`src/rtl/conv_encoder_pkg.sv`:
```
// conv_encoder_pkg
// Shared constants for the K=7 convolutional encoder: code-rate encodings,
// generator polynomials, puncture period lengths and keep masks, FSM state
// type, and a parity helper that applies a generator to the shift register.
package conv_encoder_pkg;

    // cc_rate encodings
    typedef enum logic [1:0] {
        Rate12 = 2'd0,
        Rate23 = 2'd1,
        Rate34 = 2'd2,
        Rate56 = 2'd3
    } rate_id_e;

    typedef enum logic [1:0] {
        StIdle,
        StRun,
        StTail,
        StDrain
    } enc_state_e;

    // Generator polynomials; MSB is the tap at delay 0 (the current input).
    localparam logic [6:0] GEN_X = 7'o171;
    localparam logic [6:0] GEN_Y = 7'o133;

    localparam int unsigned PHASE_W = 3;

    // Indexed by rate id. Period = number of encoder inputs per puncture period.
    localparam logic [3:0][PHASE_W-1:0] PERIOD_LEN = {3'd5, 3'd3, 3'd2, 3'd1};

    // Bit p set = keep that output at phase p (X is always emitted before Y).
    //   1/2: X1Y1   2/3: X1Y1Y2   3/4: X1Y1Y2X3   5/6: X1Y1Y2X3Y4X5
    localparam logic [3:0][7:0] KEEP_X_MASK = {8'b0001_0101, 8'b0000_0101,
                                               8'b0000_0001, 8'b0000_0001};
    localparam logic [3:0][7:0] KEEP_Y_MASK = {8'b0000_1011, 8'b0000_0011,
                                               8'b0000_0011, 8'b0000_0001};

    // Parity of the generator taps over {current input, sr[0] .. sr[5]}.
    function automatic logic gen_parity(input logic [6:0] gen, input logic b,
                                        input logic [5:0] sr);
        logic [6:0] win;
        win = {b, sr[0], sr[1], sr[2], sr[3], sr[4], sr[5]};
        return ^(win & gen);
    endfunction

endpackage

```
`src/rtl/cc_punct_lut.sv`:
```
// cc_punct_lut
// Combinational puncture lookup for the convolutional encoder.
// Ports:
//   rate       in   code rate id (0=1/2, 1=2/3, 2=3/4, 3=5/6)
//   phase      in   puncture phase of the input being encoded
//   keep_x     out  emit the X output for this input
//   keep_y     out  emit the Y output for this input
//   period_end out  this phase is the last one of the puncture period
module cc_punct_lut
    import conv_encoder_pkg::*;
(
    input  logic [1:0]         rate,
    input  logic [PHASE_W-1:0] phase,
    output logic               keep_x,
    output logic               keep_y,
    output logic               period_end
);

    always_comb begin
        keep_x     = KEEP_X_MASK[rate][phase];
        keep_y     = KEEP_Y_MASK[rate][phase];
        period_end = (phase == PERIOD_LEN[rate] - 3'd1);
    end

endmodule

```
`src/rtl/conv_encoder.sv`:
```
// conv_encoder
// K=7 (171/133 octal) convolutional encoder with puncturing to 1/2, 2/3,
// 3/4 or 5/6, emitting one coded bit per transfer. Each burst is flushed
// with TAIL_LEN zero inputs so every burst ends in the zero state.
// Ports:
//   clk, reset          rising-edge clock, synchronous active-high reset
//   in_bit/in_valid/in_last/in_ready   uncoded input stream
//   cc_rate             code rate, latched on the first bit of a burst
//   out_bit/out_valid/out_last/out_ready  punctured coded output stream
module conv_encoder
    import conv_encoder_pkg::*;
#(
    parameter int unsigned TAIL_LEN = 6
) (
    input  logic       clk,
    input  logic       reset,
    input  logic       in_bit,
    input  logic       in_valid,
    input  logic       in_last,
    output logic       in_ready,
    input  logic [1:0] cc_rate,
    output logic       out_bit,
    output logic       out_valid,
    input  logic       out_ready,
    output logic       out_last
);

    localparam int unsigned TCNT_W = (TAIL_LEN > 1) ? $clog2(TAIL_LEN) : 1;

    enc_state_e         state_q, state_d;
    logic [5:0]         sr_q, sr_d;
    logic [PHASE_W-1:0] phase_q, phase_d;
    logic [1:0]         rate_q, rate_d;
    logic [TCNT_W-1:0]  tail_cnt_q, tail_cnt_d;
    // Pending register: entry 0 is the head presented on out_bit.
    logic [1:0]         pend_cnt_q, pend_cnt_d;
    logic [1:0]         pend_bit_q, pend_bit_d;
    logic [1:0]         pend_last_q, pend_last_d;

    logic       out_fire;
    logic       room;
    logic       in_fire;
    logic       tail_step;
    logic       enc_step;
    logic       enc_in;
    logic [1:0] eff_rate;
    logic       keep_x;
    logic       keep_y;
    logic       period_end;
    logic       code_x;
    logic       code_y;
    logic       last_tail;
    logic       final_in;

    // The first bit of a burst is encoded with the live cc_rate; later bits
    // use the value latched with it.
    assign eff_rate = (state_q == StIdle) ? cc_rate : rate_q;

    cc_punct_lut u_punct_lut (
        .rate       (eff_rate),
        .phase      (phase_q),
        .keep_x     (keep_x),
        .keep_y     (keep_y),
        .period_end (period_end)
    );

    always_comb begin
        out_valid = (pend_cnt_q != 2'd0);
        out_bit   = pend_bit_q[0];
        out_last  = pend_last_q[0];
        out_fire  = out_valid & out_ready;

        // A new input may load only if the pending register is empty or its
        // single remaining bit leaves this cycle.
        room      = (pend_cnt_q == 2'd0) || ((pend_cnt_q == 2'd1) && out_ready);
        in_ready  = ((state_q == StIdle) || (state_q == StRun)) && room;
        in_fire   = in_ready & in_valid;
        tail_step = (state_q == StTail) && room;
        enc_step  = in_fire | tail_step;
        enc_in    = in_fire ? in_bit : 1'b0;

        code_x    = gen_parity(GEN_X, enc_in, sr_q);
        code_y    = gen_parity(GEN_Y, enc_in, sr_q);

        last_tail = (tail_cnt_q == TCNT_W'(TAIL_LEN - 1));
        final_in  = (tail_step && last_tail) ||
                    (in_fire && in_last && (TAIL_LEN == 0));
    end

    // Datapath next state: shift register, phase and pending register.
    always_comb begin
        sr_d        = sr_q;
        phase_d     = phase_q;
        pend_cnt_d  = pend_cnt_q;
        pend_bit_d  = pend_bit_q;
        pend_last_d = pend_last_q;

        if (enc_step) begin
            sr_d    = {sr_q[4:0], enc_in};
            phase_d = period_end ? '0 : phase_q + 3'd1;
            // Loading is only allowed when the head is free, so new bits
            // always land at entry 0.
            if (keep_x && keep_y) begin
                pend_bit_d  = {code_y, code_x};
                pend_last_d = {final_in, 1'b0};
                pend_cnt_d  = 2'd2;
            end else if (keep_x) begin
                pend_bit_d  = {1'b0, code_x};
                pend_last_d = {1'b0, final_in};
                pend_cnt_d  = 2'd1;
            end else begin
                pend_bit_d  = {1'b0, code_y};
                pend_last_d = {1'b0, final_in};
                pend_cnt_d  = 2'd1;
            end
        end else if (out_fire) begin
            pend_bit_d  = {1'b0, pend_bit_q[1]};
            pend_last_d = {1'b0, pend_last_q[1]};
            pend_cnt_d  = pend_cnt_q - 2'd1;
        end

        // Returning to IDLE restarts the code from the zero state.
        if ((state_q == StDrain) && out_fire && out_last) begin
            sr_d    = '0;
            phase_d = '0;
        end
    end

    // Control FSM.
    always_comb begin
        state_d    = state_q;
        rate_d     = rate_q;
        tail_cnt_d = tail_cnt_q;

        unique case (state_q)
            StIdle: begin
                if (in_fire) begin
                    rate_d     = cc_rate;
                    tail_cnt_d = '0;
                    if (in_last) begin
                        state_d = (TAIL_LEN == 0) ? StDrain : StTail;
                    end else begin
                        state_d = StRun;
                    end
                end
            end
            StRun: begin
                if (in_fire && in_last) begin
                    tail_cnt_d = '0;
                    state_d    = (TAIL_LEN == 0) ? StDrain : StTail;
                end
            end
            StTail: begin
                if (tail_step) begin
                    if (last_tail) begin
                        state_d = StDrain;
                    end else begin
                        tail_cnt_d = tail_cnt_q + 1'b1;
                    end
                end
            end
            StDrain: begin
                if (out_fire && out_last) begin
                    state_d = StIdle;
                end
            end
            default: state_d = StIdle;
        endcase
    end

    always_ff @(posedge clk) begin
        if (reset) begin
            state_q     <= StIdle;
            sr_q        <= '0;
            phase_q     <= '0;
            rate_q      <= '0;
            tail_cnt_q  <= '0;
            pend_cnt_q  <= '0;
            pend_bit_q  <= '0;
            pend_last_q <= '0;
        end else begin
            state_q     <= state_d;
            sr_q        <= sr_d;
            phase_q     <= phase_d;
            rate_q      <= rate_d;
            tail_cnt_q  <= tail_cnt_d;
            pend_cnt_q  <= pend_cnt_d;
            pend_bit_q  <= pend_bit_d;
            pend_last_q <= pend_last_d;
        end
    end

endmodule
```
`config.mk`:
```
export PLATFORM = sky130hd
export DESIGN_NAME = conv_encoder
export DESIGN_NICKNAME = d
export VERILOG_FILES = /design/src/rtl/conv_encoder_pkg.sv /design/src/rtl/cc_punct_lut.sv /design/src/rtl/conv_encoder.sv
export SDC_FILE = /design/constraint.sdc
export NUM_CORES = 1
export LEC_CHECK = 0
export BUFFER_PORTS_ARGS = -buffer_cell sky130_fd_sc_hd__buf_4
export CORE_MARGIN = 5
export CORE_UTILIZATION = 50
export DETAILED_ROUTE_END_ITERATION = 8
export PLACE_DENSITY = 0.79
export SLEW_MARGIN = 20
export SYNTH_ARGS = -nofsm -noshare
export SYNTH_HDL_FRONTEND = slang
export SYNTH_SLANG_ARGS = --single-unit
```
`constraint.sdc`:
```
create_clock -name clk -period 2.4 [get_ports clk]
set_input_delay 0.36 -clock clk [delete_from_list [all_inputs] [get_ports clk]]
set_output_delay 0.36 -clock clk [all_outputs]
set_load 0.05 [all_outputs]
```
; Word level (Yosys, flattened, before mapping)
; Index checks and enable logic that the tools add are counted.
[totals]
regBits = 22
mem_bits_ro = 0
mem_bits_rw = 0
mem_count = 0
output_inout_bits = 4
in_bits = 8
latch_bits = 0
[op_classes]
eq_ne = 12
shifts = 0
n_mux = 35
n_reduce_logical = 22
n_addsub = 4
n_lt_le_gt_ge = 2
div = 0
bitwise_logic = 3
mul = 0
[op_table]
columns = operator, count
row1 = $bmux W8 S2, 2
row2 = $mux W2, 16
row3 = $mux W3, 6
row4 = $mux W8, 2
row5 = $reduce_xor A7 Y1, 2
row6 = $reduce_and A5 Y1, 2
row7 = $logic_and A1 B1 Y1, 9
row8 = $pmux W3 S3, 1
row9 = $ne A2 B2 Y1 const B, 4
row10 = $pmux W2 S4, 1
row11 = $add A3 B1 Y3 const B, 2
row12 = $bmux W1 S3, 2
row13 = $bmux W3 S2, 1
row14 = $eq A2 B1 Y1 const B, 2
row15 = $eq A2 B2 Y1 const B, 2
row16 = $logic_not A2 Y1, 2
row17 = $lt A3 B4 Y1 const B, 1
row18 = $mux W1, 4
row19 = $ne A2 B1 Y1 const B, 2
row20 = $reduce_bool A2 Y1, 2
row21 = $eq A3 B3 Y1, 1
row22 = $eq A3 B3 Y1 const B, 1
row23 = $lt A2 B3 Y1 const B, 1
row24 = $reduce_bool A3 Y1, 1
row25 = other kinds (7), 9

; Longest topological paths before layout
[logic_depth]
depth_word = 10
mapped_depth = 9

; Hierarchy
; Synthesis repeated with hierarchy kept, for this count alone.
[unflattened]
cells_unflattened = 157
area_unflattened_um2 = 1357.6
[by_module_without_submodules]
columns = mod, seq_area_each_um2, cells_per_inst, instances, area_each_um2
row1 = conv_encoder, 440.4, 142, 1, 1255.0
row2 = cc_punct_lut, 0.0, 15, 1, 102.6

; Worst setup path before layout
; OpenSTA, ideal clock, no wires.
[synth_timing]
path_kind = register to register
start = register state_q[0]
end = register pend_bit_q[0]
path_buffers = 1
stages_incl_launch_ff = 10
arrival_time_ns = 2.036
setup_time_ns = 0.075
path_slack_ns = 0.290
period_less_slack_ns = 2.110
cell_sequence = dfxtp_1 -> inv_1 -> ha_1 -> buf_6 -> mux2i_2 -> o21ai_1 -> a31o_1 -> and3_1 -> or4_1 -> a31oi_1
[synth_via]
elab_chain_cells = 9
word_cells_on_any_way = 25
[synth_rtl]
columns = item, line
row1 = start: declaration, conv_encoder.sv:30  ; enc_state_e state_q, state_d;
row2 = start signal: assignment, conv_encoder.sv:173  ; state_q <= StIdle;
row3 = start signal: assignment, conv_encoder.sv:182  ; state_q <= state_d;
row4 = $logic_not A2 Y1 / $eq A2 B1 Y1 (equally long branches), "conv_encoder.sv:57, conv_encoder.sv:76"
row5 = $mux W2 / $logic_or A1 B1 Y1 (equally long branches), "conv_encoder.sv:57, conv_encoder.sv:76"
row6 = "$bmux W8 S2, or another cell as far along", cc_punct_lut.sv:20  ; keep_x = KEEP_X_MASK[rate][phase];
row7 = "$mux W8 (implied by the code), or another cell as far along", cc_punct_lut.sv:20
row8 = "$bmux W1 S3, or another cell as far along", cc_punct_lut.sv:20
row9 = "$mux W1 (implied by the code), or another cell as far along", cc_punct_lut.sv:20
row10 = $mux W1 / $logic_and A1 B1 Y1 (equally long branches), "conv_encoder.sv:107, conv_encoder.sv:103"
row11 = $mux W2, conv_encoder.sv:103  ; if (keep_x && keep_y) begin
row12 = $mux W2, conv_encoder.sv:98  ; if (enc_step) begin
row13 = end signal: assignment, conv_encoder.sv:188  ; pend_bit_q <= pend_bit_d;
row14 = end: declaration, conv_encoder.sv:37  ; logic [1:0] pend_bit_q, pend_bit_d;
; Parallel ways exist; a longest one is shown, timed or not. The select of a mux whose other input is x is not followed.
; A chain may end at the register's enable or synchronous reset.

; Worst setup path in the final report
[layout_timing]
start = register state_q[1]
end = register pend_bit_q[0]
; Same word-level chain as after synthesis.

==> results.md <==
- The repair_antennas step left the layout with diodes totalling 0.
- The share of total power dissipated in sequential elements is 0.250.
- Dividing total power by cell area gives a power density of 1360 nW/µm².
- The highest fanout seen on the critical path is 5.
- The maximum number of pins on one net before global-route repair is 16.
- The first detailed-routing pass ran for 6 iterations.
- The worst-path cell with the longest stage delay is sky130_fd_sc_hd__or4_1.
- The clock transition at the registers of the reported paths is 0.13 ns.
- The floorplan die area is 3700 µm².
- The count of vias placed by the detailed router is 1183.
- The synthesized area divided by synthesized cell count is 7.92 µm².
- The analysis attributes to net switching a power of 0.947 mW.
- The final count of pins violating max slew came to 0.
- The most common library cell in the layout ignoring fill and taps is sky130_fd_sc_hd__nand2_1.
- In this run the static leakage power is 0.581 nW.
- In this run the post-CTS setup repair buffer count came out at 0.
- Of the post-synthesis cell area, the dominant cell type holds 0.341.
- The clock share of power is 0.143.
- Of the total power, the share spent switching nets is 0.470.
- Dividing the detail-routed via count by the number of cells gives 5.74.
- The min-delay analysis places its worst path in the category primary input to register.
- The synthesized instance count is 163.
- The library cells used most frequently in the layout, excluding fill and tap cells, are sky130_fd_sc_hd__nand2_1 (24), sky130_fd_sc_hd__nor2_1 (22), sky130_fd_sc_hd__dfxtp_1 (22).
- The final weighted congestion in routability-driven placement is 0.893.
- The share of total power dissipated in combinational logic is 0.607.
- Including well taps, the total number of placed cells is 202.
- The number of violations of the max-capacitance limit is 0.
- Yosys mapped a number of flops with a built-in enable equal to 0.
- Dividing the detail-routed wire length by the instance count gives 13.4 µm.
- The count of buffers added on input and output ports is 11.
- Of the synthesized area, sequential elements account for 0.341.
- The data required time at the worst endpoint is 2.65 ns.
- The sequential cell area is 440 µm².
- The synthesis-stage register bit count is 22.
- The clock latency on the worst-skew pair is 0.32 ns.
- Derived from the worst setup path, the maximum achievable clock frequency is 432 MHz.
- The clock tree skew after final layout is 0.00768 ns.
- The number of inserted filler cells in the final layout is 239.
- IR analysis of the VDD net gives a maximum drop of 0.900 mV.
- The area growth from synthesis to layout is 14.9%.
- In this run, distinct cell masters in the synthesized netlist total 34.
- In the final design database the tool counted 194 nets.
- Setup repair after global routing left no endpoint under its margin.
- Sorting the synthesized cells by area gives the leading types as sky130_fd_sc_hd__dfxtp_1 (34%), sky130_fd_sc_hd__ha_1 (8.7%), sky130_fd_sc_hd__a21oi_1 (7.0%).
- The number of antenna violations at the first check in global routing was 0.
- The total grt overflow is 0.
- Overall power consumption after layout is estimated at 2.02 mW.
- The clock period minus worst slack is 2.32 ns.
- STA classifies the critical path startpoint as a register.
- The worst slew margin relative to its limit is 0.554.
- The worst setup path is captured at a register.
- For this run, the total global-route usage over all layers was measured as 0.169.
- After synthesis the cells add up to 1290 µm².
- After floorplanning, the core was sized to cover 2480 µm².
- The post-detailed-route count of antenna-violating nets is 0.
- The flow ran to the end, and the final reports show no timing, DRC or antenna violations.
- The floorplan die width is 60.8 µm.
- For this configuration, the core starts out at a cell density of 0.521.
- The number of rows created at floorplan is 18.
- The finished layout holds 206 standard cells, fillers aside.
- The buffer type at the clock tree root is sky130_fd_sc_hd__clkbuf_4.
- The delay of the slowest cell on the worst path is 0.47 ns.
- For this run, asynchronously set or reset flops after synthesis account for 0.
- The number of buffers on the longest clock path is 2.
- The via count of the first global-routing pass was 1149.
- Cell internal power was estimated by the tool at 1.07 mW.
- Once layout is complete, the utilization of the core stands at 0.599.
- The remaining routing DRC violations is 0.
- Counting the buffers created by CTS gives 3.
- Synthesis produced a netlist with a net count of 180.
- The slew at the pin closest to its max-slew limit is 0.664 ns.
- In the final layout, the multi-input gates occupy 815 µm².
- The total of endpoints with negative setup slack in the final report is 0.
- The die is 60.8 µm tall.
- Of all cell types, the one taking the most synthesized area is sky130_fd_sc_hd__dfxtp_1.
- In this run the number of H-tree levels came out at 1.
- The total clock sinks is 22.
- The most used flip-flop cell after synthesis is sky130_fd_sc_hd__dfxtp_1.
- The period utilization is 0.965.
- TritonCTS built the clock tree.
- The violation count after the first detailed-route iteration is 39.
- The critical path goes through inv_1 -> ha_2 -> mux2i_4 -> o21ai_1 -> a31o_1 -> and3_1 -> or4_1 -> a31oi_1.
- The total half-perimeter wirelength after legalization and detailed placement is 2090 µm.
- For this run, the number of Yosys warnings is 0.
- The aggregate routed wire length is 2750 µm.
- The worst endpoint data arrival time is 2.56 ns.
- The count of hold-fix buffers inserted at cts is 0.
- The number of endpoints with negative hold slack in the final report is 0.
- The critical path is of the register to register type.
- Of the cells placed in the final design, the portion with a size suffix greater than 1 is 0.153.
- The first-pass GRT wire length is 4800 µm.
- In this run the count of I/O pins placed on the die edge is 12.
==> kinds of logic after synthesis <==
logic type                 count (synthesis)  synth area share
and+or+nand+nor                           63             0.218
buffers and inverters                     14            0.0465
AOI/OAI and AO/OA                         40             0.184
muxes                                      9            0.0766
adders and majority gates                  9            0.0872
DFF                                       22             0.341
xor gates and xnor gates                   6            0.0465
==> cell type report <==
type,instances,area share
Clock buffer,3,0.0152
Clock inverter,1,0.0202
Inverter,9,0.0228
Multi-Input combinational cell,127,0.549
Sequential cell,22,0.297
Tap cell,30,0.0253
Timing Repair Buffer,14,0.0708
==> synthesized netlist by cell type, types with 2 or more instances <==
cell type / n
sky130_fd_sc_hd__nand2_1: 24
sky130_fd_sc_hd__nand2b_1: 2
sky130_fd_sc_hd__xnor2_1: 3
sky130_fd_sc_hd__a211oi_1: 6
sky130_fd_sc_hd__xor2_1: 2
sky130_fd_sc_hd__mux2i_2: 2
sky130_fd_sc_hd__dfxtp_1: 22
sky130_fd_sc_hd__a21oi_1: 18
sky130_fd_sc_hd__clkbuf_1: 4
sky130_fd_sc_hd__nor2b_1: 2
sky130_fd_sc_hd__nor3_1: 2
sky130_fd_sc_hd__o21ai_1: 2
sky130_fd_sc_hd__mux2i_1: 6
sky130_fd_sc_hd__inv_1: 9
sky130_fd_sc_hd__nor2_1: 22
sky130_fd_sc_hd__ha_1: 9
sky130_fd_sc_hd__nand3_1: 2
sky130_fd_sc_hd__o21ai_0: 7
sky130_fd_sc_hd__a31o_2: 2
sky130_fd_sc_hd__nand3b_1: 3
==> power groups by stage <==
stage / combinational, mW / sequential, mW / clock (mW)
finish: 1.22 / 0.504 / 0.288
global route: 1.34 / 0.511 / 0.312
CTS: 1.18 / 0.500 / 0.294
detailed placement: 1.17 / 0.510 / 0
global placement: 1.12 / 0.501 / 0
floorplan: 0.885 / 0.512 / 0
==> sequential cells by signal, summed over array words and instances, names as in the netlist <==
signal / count
phase_q: 3
rate_q: 2
pend_last_q: 2
sr_q: 6
pend_bit_q: 2
tail_cnt_q: 3
state_q: 2
pend_cnt_q: 2
==> through the flow <==
step	hold slack (ns)	instance area (µm²)	TNS (ns)	worst slack, ns
5_1_grt	0.296	1480	0	0.0183
2_1_floorplan	0.432	1290	0	0.290
6_report	0.298	1480	0	0.0837
4_1_cts	0.284	1460	0	0.0321
3_5_place_dp	0.453	1410	-0.0199	-0.0199
3_3_place_gp	0.444	1410	0	0.101
==> worst paths after layout <==
kind | start | to | slack, ns | depth (start not counted)
max | state_q[1] | pend_bit_q[0] | 0.08 | 8
min reg2reg | sr_q[3] | sr_q[3] | 0.47 | 2
min | cc_rate[0] | rate_q[0] | 0.30 | 3
max reg2reg | state_q[1] | pend_bit_q[0] | 0.08 | 8
==> worst max-delay path: cells and delay by family, from the launching register on <==
| family | cells | cell delay [ns] |
|---|---|---|
| buf+inv | 1 | 0.11 |
| compound gates | 3 | 0.53 |
| mux | 1 | 0.29 |
| fa+ha+maj | 1 | 0.29 |
| flops | 1 | 0.37 |
| simple gates | 2 | 0.65 |
==> metal layers <==
layer	global-route usage	part of all wire	vias up
met2	0.307	0.51	32
li1	-	-	585
met4	0.0650	0.0084	0
met5	0	0	-
met1	0.195	0.44	563
met3	0.0298	0.038	3
==> timing repair <==
item                                   4_1_cts  5_1_grt
resized for setup                            1        3
endpoints found under the hold margin        0        0
setup endpoints to repair                    4        1
No activity file was read; power rests on OpenSTA's default activity.
